<file path="src/rtl/sram_port_arbiter_if.sv">
// rtl/sram_port_arbiter_if.sv - requester and sram port bundle for sram_port_arbiter
// The lock vector exists only when ARB_LOCK_EN is defined.
interface sram_port_arbiter_if #(
    parameter int NUM_REQ    = 3,
    parameter int ADDR_WIDTH = 4,
    parameter int DATA_WIDTH = 8
);
    logic [NUM_REQ-1:0]            req;
    logic [NUM_REQ-1:0]            wr;
    logic [NUM_REQ*ADDR_WIDTH-1:0] addr;
    logic [NUM_REQ*DATA_WIDTH-1:0] wdata;
`ifdef ARB_LOCK_EN
    logic [NUM_REQ-1:0]            lock;
`endif
    logic [NUM_REQ-1:0]            gnt;
    logic [NUM_REQ-1:0]            rvalid;
    logic [DATA_WIDTH-1:0]         rdata;
    logic                          sram_cs;
    logic                          sram_we;
    logic [ADDR_WIDTH-1:0]         sram_addr;
    logic [DATA_WIDTH-1:0]         sram_din;
    logic [DATA_WIDTH-1:0]         sram_dout;

`ifdef ARB_LOCK_EN
    modport slave (
        input  req, wr, addr, wdata, lock, sram_dout,
        output gnt, rvalid, rdata, sram_cs, sram_we, sram_addr, sram_din
    );
    modport master (
        output req, wr, addr, wdata, lock, sram_dout,
        input  gnt, rvalid, rdata, sram_cs, sram_we, sram_addr, sram_din
    );
`else
    modport slave (
        input  req, wr, addr, wdata, sram_dout,
        output gnt, rvalid, rdata, sram_cs, sram_we, sram_addr, sram_din
    );
    modport master (
        output req, wr, addr, wdata, sram_dout,
        input  gnt, rvalid, rdata, sram_cs, sram_we, sram_addr, sram_din
    );
`endif
endinterface

</file>
<file path="src/rtl/sram_port_arbiter.sv">
// rtl/sram_port_arbiter.sv - round-robin arbiter sharing one single-port sram
// Optional grant locking with bounded hold is enabled by defining ARB_LOCK_EN.
module sram_port_arbiter #(
    parameter int NUM_REQ    = 3,
    parameter int ADDR_WIDTH = 4,
    parameter int DATA_WIDTH = 8,
    parameter int HOLD_MAX   = 4
) (
    input  logic               clk,
    input  logic               rst_n,
    sram_port_arbiter_if.slave bus
);
    localparam int PTR_W  = (NUM_REQ > 1) ? $clog2(NUM_REQ) : 1;
    localparam int HOLD_W = (HOLD_MAX > 0) ? $clog2(HOLD_MAX + 1) : 1;

    generate
        if (NUM_REQ < 2 || NUM_REQ > 8 || HOLD_MAX < 1) begin : g_bad_cfg
            $error("sram_port_arbiter: NUM_REQ must be 2..8 and HOLD_MAX >= 1");
        end
    endgenerate

    logic [PTR_W-1:0]      ptr_q, ptr_d;
    logic [NUM_REQ-1:0]    rvalid_q, rvalid_d;
    logic [NUM_REQ-1:0]    gnt_raw;
    logic [NUM_REQ-1:0]    grant;
    logic                  rr_found;
    logic [PTR_W-1:0]      rr_idx;
    logic [PTR_W-1:0]      rr_next;
    logic                  sram_we;
    logic [ADDR_WIDTH-1:0] sram_addr;
    logic [DATA_WIDTH-1:0] sram_din;

    // First requester at or above ptr, wrapping past the top index.
    always_comb begin
        rr_found = 1'b0;
        rr_idx   = '0;
        for (int k = 0; k < NUM_REQ; k++) begin
            if (!rr_found && bus.req[(int'(ptr_q) + k) % NUM_REQ]) begin
                rr_found = 1'b1;
                rr_idx   = PTR_W'((int'(ptr_q) + k) % NUM_REQ);
            end
        end
    end

    assign rr_next = (rr_idx == PTR_W'(NUM_REQ - 1)) ? '0 : rr_idx + PTR_W'(1);

`ifdef ARB_LOCK_EN
    typedef enum logic {ST_RR, ST_LOCKED} state_t;

    state_t            state_q, state_d;
    logic [PTR_W-1:0]  owner_q, owner_d;
    logic [HOLD_W-1:0] hold_q, hold_d;
    logic              others_pending;
    logic              stay_locked;

    always_comb begin
        state_d        = state_q;
        owner_d        = owner_q;
        hold_d         = hold_q;
        ptr_d          = ptr_q;
        gnt_raw        = '0;
        others_pending = |(bus.req & ~(NUM_REQ'(1) << owner_q));
        stay_locked    = (state_q == ST_LOCKED) && bus.req[owner_q] && bus.lock[owner_q]
                         && !((hold_q == HOLD_W'(HOLD_MAX)) && others_pending);
        if (stay_locked) begin
            // ptr already sits just past the owner, so exit resumes from there.
            gnt_raw[owner_q] = 1'b1;
            if (hold_q != HOLD_W'(HOLD_MAX)) begin
                hold_d = hold_q + HOLD_W'(1);
            end
        end else begin
            state_d = ST_RR;
            if (rr_found) begin
                gnt_raw[rr_idx] = 1'b1;
                ptr_d           = rr_next;
                if (bus.lock[rr_idx]) begin
                    state_d = ST_LOCKED;
                    owner_d = rr_idx;
                    hold_d  = HOLD_W'(1);
                end
            end
        end
    end

    always_ff @(posedge clk or negedge rst_n) begin
        if (!rst_n) begin
            state_q <= ST_RR;
            owner_q <= '0;
            hold_q  <= '0;
        end else begin
            state_q <= state_d;
            owner_q <= owner_d;
            hold_q  <= hold_d;
        end
    end
`else
    always_comb begin
        ptr_d   = ptr_q;
        gnt_raw = '0;
        if (rr_found) begin
            gnt_raw[rr_idx] = 1'b1;
            ptr_d           = rr_next;
        end
    end
`endif

    assign grant    = rst_n ? gnt_raw : '0;
    assign rvalid_d = grant & ~bus.wr;

    always_comb begin
        sram_we   = 1'b0;
        sram_addr = '0;
        sram_din  = '0;
        for (int i = 0; i < NUM_REQ; i++) begin
            if (grant[i]) begin
                sram_we   = bus.wr[i];
                sram_addr = bus.addr[i*ADDR_WIDTH +: ADDR_WIDTH];
                sram_din  = bus.wdata[i*DATA_WIDTH +: DATA_WIDTH];
            end
        end
    end

    always_ff @(posedge clk or negedge rst_n) begin
        if (!rst_n) begin
            ptr_q    <= '0;
            rvalid_q <= '0;
        end else begin
            ptr_q    <= ptr_d;
            rvalid_q <= rvalid_d;
        end
    end

    assign bus.gnt       = grant;
    assign bus.sram_cs   = |grant;
    assign bus.sram_we   = sram_we;
    assign bus.sram_addr = sram_addr;
    assign bus.sram_din  = sram_din;
    assign bus.rvalid    = rvalid_q;
    assign bus.rdata     = bus.sram_dout;

    a_gnt_onehot: assert property (@(posedge clk) disable iff (!rst_n) $onehot0(grant));
endmodule

</file>
<file path="src/flat_wrapper.sv">
// flat-port wrapper written by rule: the top's interface ports become plain ports
module sram_port_arbiter_flat 
#(
    parameter int NUM_REQ    = 3,
    parameter int ADDR_WIDTH = 4,
    parameter int DATA_WIDTH = 8,
    parameter int HOLD_MAX   = 4
)
  (clk, rst_n, bus_req, bus_wr, bus_addr, bus_wdata, bus_sram_dout, bus_gnt, bus_rvalid, bus_rdata, bus_sram_cs, bus_sram_we, bus_sram_addr, bus_sram_din);
  sram_port_arbiter_if #(.NUM_REQ(NUM_REQ), .ADDR_WIDTH(ADDR_WIDTH), .DATA_WIDTH(DATA_WIDTH)) bus_i ();
  input  logic clk;
  input  logic rst_n;
  input wire logic [$bits(bus_i.req)-1:0] bus_req;
  input wire logic [$bits(bus_i.wr)-1:0] bus_wr;
  input wire logic [$bits(bus_i.addr)-1:0] bus_addr;
  input wire logic [$bits(bus_i.wdata)-1:0] bus_wdata;
  input wire logic [$bits(bus_i.sram_dout)-1:0] bus_sram_dout;
  output wire logic [$bits(bus_i.gnt)-1:0] bus_gnt;
  output wire logic [$bits(bus_i.rvalid)-1:0] bus_rvalid;
  output wire logic [$bits(bus_i.rdata)-1:0] bus_rdata;
  output wire logic [$bits(bus_i.sram_cs)-1:0] bus_sram_cs;
  output wire logic [$bits(bus_i.sram_we)-1:0] bus_sram_we;
  output wire logic [$bits(bus_i.sram_addr)-1:0] bus_sram_addr;
  output wire logic [$bits(bus_i.sram_din)-1:0] bus_sram_din;
  assign bus_i.req = bus_req;
  assign bus_i.wr = bus_wr;
  assign bus_i.addr = bus_addr;
  assign bus_i.wdata = bus_wdata;
  assign bus_i.sram_dout = bus_sram_dout;
  assign bus_gnt = bus_i.gnt;
  assign bus_rvalid = bus_i.rvalid;
  assign bus_rdata = bus_i.rdata;
  assign bus_sram_cs = bus_i.sram_cs;
  assign bus_sram_we = bus_i.sram_we;
  assign bus_sram_addr = bus_i.sram_addr;
  assign bus_sram_din = bus_i.sram_din;
  sram_port_arbiter #(.NUM_REQ(NUM_REQ), .ADDR_WIDTH(ADDR_WIDTH), .DATA_WIDTH(DATA_WIDTH), .HOLD_MAX(HOLD_MAX)) u_core (.clk(clk), .rst_n(rst_n), .bus(bus_i));
endmodule
</file>
<file path="config.mk">
export PLATFORM = sky130hd
export DESIGN_NAME = sram_port_arbiter_flat
export DESIGN_NICKNAME = d
export VERILOG_FILES = /design/src/rtl/sram_port_arbiter_if.sv /design/src/rtl/sram_port_arbiter.sv /design/src/flat_wrapper.sv
export SDC_FILE = /design/constraint.sdc
export NUM_CORES = 1
export LEC_CHECK = 0
export ABC_AREA = 1
export BUFFER_PORTS_ARGS = -buffer_cell sky130_fd_sc_hd__buf_2
export CAP_MARGIN = 20
export CELL_PAD_IN_SITES_DETAIL_PLACEMENT = 0
export CELL_PAD_IN_SITES_GLOBAL_PLACEMENT = 1
export CORE_MARGIN = 8
export CORE_UTILIZATION = 20
export DETAILED_ROUTE_END_ITERATION = 10
export GPL_ROUTABILITY_DRIVEN = 0
export GPL_TIMING_DRIVEN = 0
export PLACE_DENSITY_LB_ADDON = 0.1
export SLEW_MARGIN = 20
export SYNTH_ARGS = -nofsm -noshare
export SYNTH_HDL_FRONTEND = slang
export SYNTH_SLANG_ARGS = --single-unit
</file>
<file path="constraint.sdc">
create_clock -name clk -period 1.7 [get_ports clk]
set_input_delay 0.085 -clock clk [delete_from_list [all_inputs] [get_ports clk]]
set_output_delay 0.085 -clock clk [all_outputs]
set_load 0.1 [all_outputs]
</file>
==> flow_summary_export.csv, run 1 <==
group,metric,value,unit
die,ios,80,
clocking,tritoncts.num_buffers,3,
finish,area_taken_by_multi_input_logic_gates,968,µm²
finish,ratio_of_cells_with_drive_above_1_in_the_final_layout,77.8,%
routing,route.antenna.remaining_nets,0,
timing,setup_slack,-709,ps
routing,wire_per_inst,14.6,µm
clocking,cts.sinks,5,
timing,report.final.setup_viol,22,
yosys,synth_seq_cells,5,
run_status,violated_checks,"negative setup slack",
worst_setup_path,crit_path_max_incr_delay,390,ps
yosys,synth_async_sr_flop_share,100,%
worst_setup_path,critical_path.max_fanout,5,
worst_setup_path,arrival,2320,ps
global_route,via_count_of_the_first_global_routing_pass,1430,
timing,clock.fmax,0.415,GHz
yosys,synth-warning-count,0,
routing,vias,1291,
finish,fillerInstances,404,
worst_setup_path,end_kind,"output port",
die,initial_utilization,20.3,%
run,max-cap-violations,0,
finish,insertedDiodeCount,0,
routing,drt_first_iter_violations,12,
yosys,synth.lib_cells_used.distinct,21,
global_route,grt_pass1_wl,6.51,mm
placed_design,detailed_place_hpwl,3.00,mm
die,placeableCoreArea,4260,µm²
yosys,syn_inst,136,
global_route,grt_use_total,12.3,%
timing,finalWorstPathRequiredPeriod,2410,ps
die,placement_row_count,24,
timing,finalClockSkew,0.508,ps
timing,timing_hold_violations_final,0,
yosys,yosys_most_used_dff,"sky130_fd_sc_hd__dfrtp_1",
finish,syn_to_final_growth,167,%
routing,drt_pass1_iterations,2,
run_status,run_status,"finished, violations left",
global_route,antenna_violations_before_repair,0,
timing,slew_viol_final,0,
global_route,pin_count_of_the_biggest_net_entering_global_routing,11,
yosys,syn_nets,192,
clocking,cts.reportedPaths.clkPinSlew,30,ps
finish,nNetsFinal,296,
die,chipWidth,81.8,µm
routing,post-route-drc-count,0,
routing,route.detailed.vias_per_inst,4.44,
clocking,ctsRootBufferMaster,"sky130_fd_sc_hd__clkbuf_8",
yosys,synth-edff-count,0,
finish,seq_area,126,µm²
timing,timing_worst_slew_pin_value,520,ps
placed_design,placed_cells_incl_taps,259,
die,total_die_area,6680,µm²
die,fp.dieH,81.8,µm
clocking,clock_tree.buffer_depth,2,
placed_design,port_buffers,71,
hold_path,worstHoldPathType,"in -> reg",
timing,relSlewSlack,65.4,%
timing,finalCritPeriodShare,142,%
finish,post_route_insts_no_fill,291,
routing,drt-total-wl,4.25,mm
clocking,clk_latency,220,ps
clocking,clock_tree_from_tritoncts,"built",
timing,unrepaired_setup_endpoints_after_global_routing,"yes",
yosys,yosysSeqAreaShare,14.5,%
worst_setup_path,crit_path_required_time,1620,ps
worst_setup_path,crit_type,"reg -> out",
worst_setup_path,critPathLaunchType,"register",
worst_setup_path,crit_path_cell_trace,"buf_6, ha_4, inv_2, nand2_2, nand2_1, nand2_1, nand2_2, nand4_1, buf_4, a21oi_4, buf_6, buf_12, nand2_4, nand3_4, buf_12",
yosys,synth.avg_cell_area,6.36,µm²
yosys,mappedNetlistArea,865,µm²
worst_setup_path,cpMaxStageDelayCell,"sky130_fd_sc_hd__dfrtp_1",
global_route,globalRoute.totalOverflow,0,
clocking,clock_tree.htree_level_count,1,
==> placed cells by master (no fill, tap or decap) <==
cell type                       Yosys  layout
sky130_fd_sc_hd__nor3_1             4       3
sky130_fd_sc_hd__dlygate4sd3_1      0       1
sky130_fd_sc_hd__buf_6              1      11
sky130_fd_sc_hd__a31oi_4            0       1
sky130_fd_sc_hd__buf_4             11      21
sky130_fd_sc_hd__ha_4               0       3
sky130_fd_sc_hd__nor2_8             2       2
sky130_fd_sc_hd__nand2_2           11      17
sky130_fd_sc_hd__inv_4              0       1
sky130_fd_sc_hd__dfrtp_1            5       4
sky130_fd_sc_hd__ha_2               0       1
sky130_fd_sc_hd__nand3_1           20       3
sky130_fd_sc_hd__nand2_4            0      16
sky130_fd_sc_hd__clkbuf_8           0       3
sky130_fd_sc_hd__a21oi_4            0       1
sky130_fd_sc_hd__inv_1             12       8
sky130_fd_sc_hd__o21ai_1            2       3
sky130_fd_sc_hd__nand3_2            0       4
sky130_fd_sc_hd__nor2_4             1       3
sky130_fd_sc_hd__clkbuf_1           1       2
sky130_fd_sc_hd__nand4_1           14      14
sky130_fd_sc_hd__nor3_2             0       1
sky130_fd_sc_hd__nand3_4            0      13
sky130_fd_sc_hd__nor2_2             1       2
sky130_fd_sc_hd__inv_2              3       6
sky130_fd_sc_hd__buf_12             1      21
sky130_fd_sc_hd__buf_16             0       1
sky130_fd_sc_hd__nand2_1           35      13
sky130_fd_sc_hd__o21ai_0            2       1
sky130_fd_sc_hd__buf_8              0       2
sky130_fd_sc_hd__buf_2              0      55
sky130_fd_sc_hd__dfrtp_2            0       1
sky130_fd_sc_hd__nor2_1             4       1
==> critical path: cells and delay by family (launching register included) <==
family | cells | cell delay [ps]
buf+inv | 6 | 830
flops | 1 | 390
fa+ha+maj | 1 | 170
simple gates | 7 | 550
compound gates | 1 | 170
==> repair_timing <==
| item | 4_1_cts | 5_1_grt |
|---|---|---|
| endpoints found under the hold margin | 5 | 0 |
| pin swaps | 12 | 18 |
| hold buffers | 1 | 0 |
| buffers inserted | 16 | 11 |
| cloned | 2 | 0 |
| endpoints found under the setup margin | 22 | 22 |
| resized for setup | 102 | 21 |
==> routing by layer <==
layer,global-route usage [%],vias up,wire (µm)
met2,24.9,34,2560
li1,-,647,-
met1,12.2,610,1450
met4,1.05,0,0
met3,3.61,0,237
met5,0,-,0
==> stage by stage <==
stage	setup WS (ps)	TNS [ps]	cell area, µm²	hold slack, ps	utilization, %
global placement	-853	-13690	1560	-50.0	36.6
detailed placement	-902	-14410	1560	-47.7	36.6
floorplan	-380	-5090	1140	-211	-
finish	-709	-12050	2310	36.2	54.2
global route	-846	-15060	2310	35.4	54.2
CTS	-684	-11790	2160	35.5	50.6
==> synth_stat cells, types with 3 or more instances <==
| library cell | instances | share of area [%] |
|---|---|---|
| sky130_fd_sc_hd__nor2_1 | 4 | 1.7 |
| sky130_fd_sc_hd__nor3_1 | 4 | 2.3 |
| sky130_fd_sc_hd__ha_1 | 4 | 5.8 |
| sky130_fd_sc_hd__nand3_1 | 20 | 12 |
| sky130_fd_sc_hd__nand4_1 | 14 | 10 |
| sky130_fd_sc_hd__dfrtp_1 | 5 | 14 |
| sky130_fd_sc_hd__inv_1 | 12 | 5.2 |
| sky130_fd_sc_hd__nand2_1 | 35 | 15 |
| sky130_fd_sc_hd__nand2_2 | 11 | 8.0 |
| sky130_fd_sc_hd__inv_2 | 3 | 1.3 |
| sky130_fd_sc_hd__buf_4 | 11 | 9.6 |
==> registers in the layout (all words and copies together), names as in the netlist <==
name,flops
u_core.bus.rvalid,3
u_core.ptr_q,2
==> area by class of cell <==
cell class                      instances  area share [%]
Timing Repair Buffer                  100            39.7
Multi-Input combinational cell        102            41.9
Buffer                                 13            5.63
Tap cell                               52            2.81
Clock buffer                            4            1.95
Sequential cell                         5            5.47
Inverter                               15            2.54
==> cell families after synthesis <==
logic type | Yosys count | synth area share (%)
AO/OA/AOI/OAI | 6 | 4.05
adder cells (fa/ha/maj) | 4 | 5.79
buffers and inverters | 29 | 20.1
flip-flops | 5 | 14.5
AND/OR/NAND/NOR | 92 | 55.6
==> path summary, 6_finish.rpt <==
path | start | depth (start not counted) | to | slack (ps)
max | u_core.ptr_q[0] | 15 | bus_sram_din[2] | -710
min | bus_wr[0] | 2 | u_core.bus.rvalid[0] | 40
max reg2reg | u_core.ptr_q[0] | 16 | u_core.bus.rvalid[2] | -420
min reg2reg | u_core.ptr_q[1] | 2 | u_core.ptr_q[1] | 650
max in group asynchronous | rst_n | 2 | u_core.ptr_q[1] | 1130
min in group asynchronous | rst_n | 2 | u_core.bus.rvalid[2] | 360
Power of run 1 is not shown: default switching activity piles up to over one toggle a cycle in this logic, so the estimate is an artifact.
==> run 2, diff against run 1 <==
Settings changed: HOLD_SLACK_MARGIN from default to 0.02.
Clock period 1.7 ns to 2.2 ns, I/O delays scaled along.
==> run 2 against run 1 <==
  * The flow still finishes with violations (negative setup slack)
  * Final area fell by 10%
  * Worst setup slack improved by 480 ps
  * Critical endpoint is now bus_sram_addr[2]
  * Clock skew barely moved
  * Non-clock buffer count fell by 9
  * Flip-flop and latch count did not move
  * First-iteration DRC count rose by 120%
  * Register-to-register slack improved by 680 ps
  * Routed wire length fell by 3.6%
  * Hold slack improved by 27 ps
  * Count of clock-buffer cells in the layout did not move
  * Sequential share of layout area rose by 0.62 points
  * Final cell count fell by 3.1%
==> flow_summary_export.csv, run 2 (same netlist as run 1, synthesis figures left out) <==
group,metric,value,unit
routing,drt-total-wl,4.10,mm
timing,finalClockSkew,0.944,ps
clocking,clock_tree_from_tritoncts,"built",
clocking,clock_tree.buffer_depth,2,
routing,wire_per_inst,14.5,µm
timing,timing_worst_slew_pin_value,497,ps
die,fp.dieH,81.8,µm
clocking,tritoncts.num_buffers,3,
global_route,globalRoute.totalOverflow,0,
finish,layout.cells.most_common_list,"sky130_fd_sc_hd__buf_2 (55), sky130_fd_sc_hd__buf_4 (21), sky130_fd_sc_hd__nand2_2 (20), sky130_fd_sc_hd__nand2_1 (20), sky130_fd_sc_hd__buf_12 (16)",
clocking,clock_tree.htree_level_count,1,
worst_setup_path,critPathBufInv,4,
worst_setup_path,end_kind,"output port",
timing,unrepaired_setup_endpoints_after_global_routing,"yes",
die,placement_row_count,24,
worst_setup_path,crit_type,"reg -> out",
routing,route.detailed.vias_per_inst,4.56,
routing,drt_pass1_iterations,4,
placed_design,detailed_place_hpwl,2.95,mm
finish,ratio_of_cells_with_drive_above_1_in_the_final_layout,72.6,%
die,total_die_area,6680,µm²
clocking,ctsRootBufferMaster,"sky130_fd_sc_hd__clkbuf_8",
worst_setup_path,critical_path.startpoint,"u_core.ptr_q[0]",
timing,finalCritPeriodShare,110,%
timing,setup_slack,-225,ps
timing,setup-tns-final,-2650,ps
clocking,cts.sinks,5,
worst_setup_path,crit_path_cell_trace,"inv_2, ha_4, buf_6, nor2_4, nand2_1, nand2_2, nand3_2, nand2_2, nor2_8, clkbuf_16, nand4_1, nand3_4, buf_12",
finish,nNetsFinal,287,
worst_setup_path,critPathLaunchType,"register",
routing,drt_first_iter_violations,26,
placed_design,postPlaceCellArea,1440,µm²
routing,post-route-drc-count,0,
timing,report.final.setup_viol,17,
finish,post-route-util,48.7,%
die,initial_utilization,20.3,%
worst_setup_path,arrival,2310,ps
hold_path,hold_start,"bus_wr[2]",
run_status,violated_checks,"negative setup slack",
finish,largest_reg_flops,3,
worst_setup_path,crit_family,"simple AND/OR/NAND/NOR gates",
run,max-cap-violations,0,
die,placeableCoreArea,4260,µm²
global_route,antenna_violations_before_repair,0,
finish,stdcell_area,2080,µm²
placed_design,port_buffers,71,
run_status,run_status,"finished, violations left",
timing,slew_viol_final,0,
global_route,grt_pass1_wl,6.19,mm
worst_setup_path,cpMaxStageDelayCell,"sky130_fd_sc_hd__dfrtp_1",
routing,vias,1286,
routing,route.antenna.remaining_nets,0,
worst_setup_path,crit_top_cell,"sky130_fd_sc_hd__nand2_2",
worst_setup_path,crit-reg2reg-launch,"u_core.ptr_q[0]",
finish,syn_to_final_growth,140,%
finish,insertedDiodeCount,0,
clocking,clk_latency,220,ps
timing,relSlewSlack,67.1,%
timing,timing_hold_violations_final,0,
finish,final_common_cell,"sky130_fd_sc_hd__buf_2",
global_route,pin_count_of_the_biggest_net_entering_global_routing,12,
worst_setup_path,critical_path.max_fanout,8,
clocking,cts.reportedPaths.clkPinSlew,30,ps
worst_setup_path,crit_path_max_incr_delay,370,ps
hold_path,worstHoldPathType,"in -> reg",
global_route,grt_use_total,11.7,%
finish,fillerInstances,434,
global_route,via_count_of_the_first_global_routing_pass,1350,
die,ios,80,
timing,clock.fmax,0.412,GHz
timing,finalWorstPathRequiredPeriod,2420,ps
worst_setup_path,crit_path_required_time,2090,ps
die,chipWidth,81.8,µm
[run 2: metal layers]
| metal | share of wire [%] | GRT usage, % | vias to the layer above |
|---|---|---|---|
| met5 | 0 | 0 | - |
| met1 | 35 | 11.7 | 611 |
| li1 | - | - | 630 |
| met4 | 0.32 | 2.28 | 0 |
| met3 | 7.2 | 4.49 | 2 |
| met2 | 58 | 22.3 | 43 |
[run 2: path summary, 6_finish.rpt]
kind | slack, ps | cells past startpoint | to
max | -220 | 13 | bus_sram_addr[2]
min | 60 | 2 | u_core.bus.rvalid[2]
max reg2reg | 260 | 12 | u_core.bus.rvalid[2]
min reg2reg | 770 | 3 | u_core.ptr_q[1]
max in group asynchronous | 1720 | 2 | u_core.ptr_q[1]
min in group asynchronous | 280 | 2 | u_core.bus.rvalid[0]
[run 2: final cells by class]
type	instances	area [µm²]	share of cell area, %
Multi-Input combinational cell	102	866	41.7
Timing Repair Buffer	91	790	38.0
Sequential cell	5	126	6.09
Buffer	13	125	6.03
Tap cell	52	65.1	3.13
Inverter	15	58.8	2.83
Clock buffer	4	45.0	2.17
[run 2: repair_timing]
| item | in CTS | in global routing |
|---|---|---|
| resized for setup | 82 | 29 |
| setup buffers | 9 | 7 |
| hold buffers | 1 | 0 |
| endpoints found under the hold margin | 5 | 0 |
| pin swaps | 9 | 20 |
| gates cloned | 1 | 2 |
| endpoints found under the setup margin | 17 | 17 |
[run 2: per-stage QoR]
step                      hold slack (ps)  cells  setup slack (ps)
after floorplan                      -186    136              12.9
after global placement              -25.7    259              -315
after detailed placement            -24.8    259              -355
after CTS                            56.2    274              -231
after global routing                 57.8    282              -354
final                                63.1    282              -225
Power of run 2 is left out for the same reason.
==> run 3, diff against run 2 <==
Settings changed: ABC_AREA 1 to default, CORE_UTILIZATION 20 to 27.
Clock period 2.2 ns to 2.5 ns, I/O delays scaled along.
==> run 3 against run 2 <==
  * The flow still finishes with violations (negative setup slack)
  * Synthesized cell count decreased by 5.1%
  * Flip-flop and latch count unchanged
  * Global-route usage increased by 1.5 points
  * Via count increased by 6.7%
  * Worst setup slack improved by 17 ps
  * First-iteration DRC count increased by 42%
  * Highest routed layer unchanged
==> flow_summary_export.csv, run 3 <==
group,metric,value,unit
timing,clock.fmax,0.369,GHz
global_route,grt.busiest_layer,"met2",
finish,insertedDiodeCount,0,
yosys,yosysSeqAreaShare,11.8,%
finish,final_common_cell,"sky130_fd_sc_hd__buf_2",
timing,timing_hold_violations_final,0,
routing,post-route-drc-count,0,
routing,vias,1372,
die,fp.dieH,78.7,µm
die,chipWidth,78.7,µm
global_route,antenna_violations_before_repair,0,
timing,finalClockSkew,1.40,ps
yosys,syn_nets,185,
worst_setup_path,crit_path_cell_trace,"inv_2, ha_4, mux2_4, and2_4, nor4_4, o32ai_4, buf_12, buf_12, o211ai_4, buf_12",
finish,nNetsFinal,275,
die,placement_row_count,22,
die,placeableCoreArea,3720,µm²
timing,report.final.setup_viol,15,
timing,setup_slack,-208,ps
worst_setup_path,timing.critical_path.depth,10,
worst_setup_path,critPathBufInv,4,
placed_design,port_buffers,71,
clocking,cts.reportedPaths.clkPinSlew,40,ps
clocking,clk_latency,220,ps
clocking,tritoncts.num_buffers,3,
timing,finalCritPeriodShare,108,%
die,ios,80,
yosys,yosys_most_used_dff,"sky130_fd_sc_hd__dfrtp_1",
yosys,yosysTopAreaCell,"sky130_fd_sc_hd__o211ai_1",
finish,syn_to_final_growth,94.0,%
placed_design,detailed_place_hpwl,3.30,mm
yosys,syn_inst,129,
yosys,post-synth-top-count-cell,"sky130_fd_sc_hd__o211ai_1",
finish,seq_area,126,µm²
yosys,mappedNetlistArea,1060,µm²
placed_design,postPlaceCellArea,1580,µm²
routing,route.detailed.vias_per_inst,5.16,
finish,area_taken_by_multi_input_logic_gates,987,µm²
worst_setup_path,arrival,2580,ps
worst_setup_path,crit_type,"reg -> out",
timing,timing_worst_slew_pin_value,490,ps
global_route,use_met1,14.8,%
routing,drt_first_iter_violations,37,
worst_setup_path,r2r_cells,10,
worst_setup_path,critPathLaunchType,"register",
finish,fillerInstances,358,
worst_setup_path,critical_path.max_fanout,5,
routing,drt_pass1_iterations,4,
clocking,cts.sinks,5,
timing,unrepaired_setup_endpoints_after_global_routing,"yes",
yosys,synth.avg_cell_area,8.22,µm²
finish,ratio_of_cells_with_drive_above_1_in_the_final_layout,64.2,%
yosys,most_numerous_cell_types_in_the_synthesized_netlist,"sky130_fd_sc_hd__o211ai_1 (19), sky130_fd_sc_hd__nand2_1 (17), sky130_fd_sc_hd__nand4_1 (13)",
yosys,synth_top_area_cells,"sky130_fd_sc_hd__o211ai_1 (13%), sky130_fd_sc_hd__dfrtp_1 (12%), sky130_fd_sc_hd__o211ai_2 (8.3%)",
global_route,grt_pass1_wl,6.84,mm
global_route,met2_layer_usage_reported_by_global_route,23.5,%
worst_setup_path,crit_path_max_incr_delay,380,ps
hold_path,worst_hold_path.num_cells,2,
worst_setup_path,cpMaxStageDelayCell,"sky130_fd_sc_hd__dfrtp_1",
clocking,ctsRootBufferMaster,"sky130_fd_sc_hd__clkbuf_8",
worst_setup_path,crit_top_cell,"sky130_fd_sc_hd__buf_12",
routing,route.antenna.remaining_nets,0,
run,max-cap-violations,0,
run_status,run_status,"finished, violations left",
finish,layout.cells.most_common_list,"sky130_fd_sc_hd__buf_2 (56), sky130_fd_sc_hd__buf_4 (21), sky130_fd_sc_hd__o211ai_1 (19), sky130_fd_sc_hd__nand2_1 (17), sky130_fd_sc_hd__nand4_1 (13)",
timing,slew_viol_final,0,
run_status,violated_checks,"negative setup slack",
yosys,synth_top_area_share,13.5,%
finish,largest_reg_flops,3,
timing,finalWorstPathRequiredPeriod,2710,ps
global_route,met3_usage,5.01,%
clocking,clock_tree.buffer_depth,2,
yosys,synth-edff-count,0,
hold_path,worstHoldPathType,"in -> reg",
worst_setup_path,crit_path_required_time,2380,ps
yosys,synth-warning-count,0,
worst_setup_path,crit_family,"buffers and inverters",
finish,stdcell_area,2060,µm²
clocking,clock_tree.htree_level_count,1,
timing,relSlewSlack,67.6,%
routing,wire_per_inst,16.2,µm
worst_setup_path,end_kind,"output port",
global_route,grt_use_total,13.2,%
global_route,pin_count_of_the_biggest_net_entering_global_routing,11,
yosys,synth_async_sr_flop_share,100,%
global_route,globalRoute.totalOverflow,0,
die,total_die_area,6190,µm²
clocking,clock_tree_from_tritoncts,"built",
yosys,synth_seq_cells,5,
yosys,synth.lib_cells_used.distinct,40,
global_route,via_count_of_the_first_global_routing_pass,1486,
routing,drt-total-wl,4.31,mm
die,initial_utilization,28.5,%
[run 3: per-stage QoR]
| step | instances | setup TNS, ps | hold WS (ps) | setup WS (ps) | utilization, % |
|---|---|---|---|---|---|
| after floorplan | 129 | -5690 | -171 | -789 | - |
| after global routing | 266 | -3980 | 73.4 | -319 | 55.3 |
| after global placement | 248 | -4490 | -25.4 | -409 | 42.5 |
| after CTS | 262 | -3310 | 67.6 | -260 | 52.5 |
| after detailed placement | 248 | -5260 | -21.1 | -466 | 42.5 |
| final | 266 | -2470 | 70.4 | -208 | 55.3 |
[run 3: worst paths after layout]
path | endpoint | startpoint | slack (ps)
min in group asynchronous | u_core.bus.rvalid[1] | rst_n | 280
setup reg to reg | u_core.ptr_q[0] | u_core.ptr_q[0] | 240
max in group asynchronous | u_core.ptr_q[1] | rst_n | 2040
setup / recovery | bus_sram_din[0] | u_core.ptr_q[0] | -210
hold / removal | u_core.bus.rvalid[1] | bus_wr[1] | 70
hold reg to reg | u_core.ptr_q[1] | u_core.ptr_q[1] | 580
[run 3: worst register-to-register path, delay by kind of cell (launching register included)]
| kind | cells | cell delay [ps] |
|---|---|---|
| fa+ha+maj | 1 | 160 |
| simple gates | 2 | 530 |
| compound gates | 2 | 260 |
| flops | 1 | 380 |
| buf+inv | 4 | 520 |
| mux | 1 | 350 |
[run 3: routing by layer]
metal	vias up	part of all wire, %
met5	-	0
met1	640	40
li1	673	-
met2	57	51
met3	2	8.5
met4	0	0.51
[run 3: what timing repair did]
| action | CTS | global route |
|---|---|---|
| gates resized for setup | 67 | 16 |
| hold buffers | 1 | 0 |
| hold endpoints to repair | 5 | 0 |
| pin swaps | 8 | 13 |
| setup endpoints to repair | 16 | 17 |
| buffers inserted | 9 | 5 |
[run 3: final cells by class]
type	instances	area share [%]
Clock buffer	4	2.19
Sequential cell	5	6.15
Timing Repair Buffer	86	32.4
Inverter	5	1.28
Tap cell	48	2.92
Buffer	17	7.00
Multi-Input combinational cell	101	48.0
[run 3: cells by family after synthesis]
logic type / Yosys count / synth area share [%]
muxes: 4 / 4.25
adders and majority gates: 4 / 4.72
DFF: 5 / 11.8
AOI/OAI and AO/OA: 45 / 36.8
buffers and inverters: 23 / 14.4
and+or+nand+nor: 48 / 28.0
Power of run 3 is left out for the same reason.
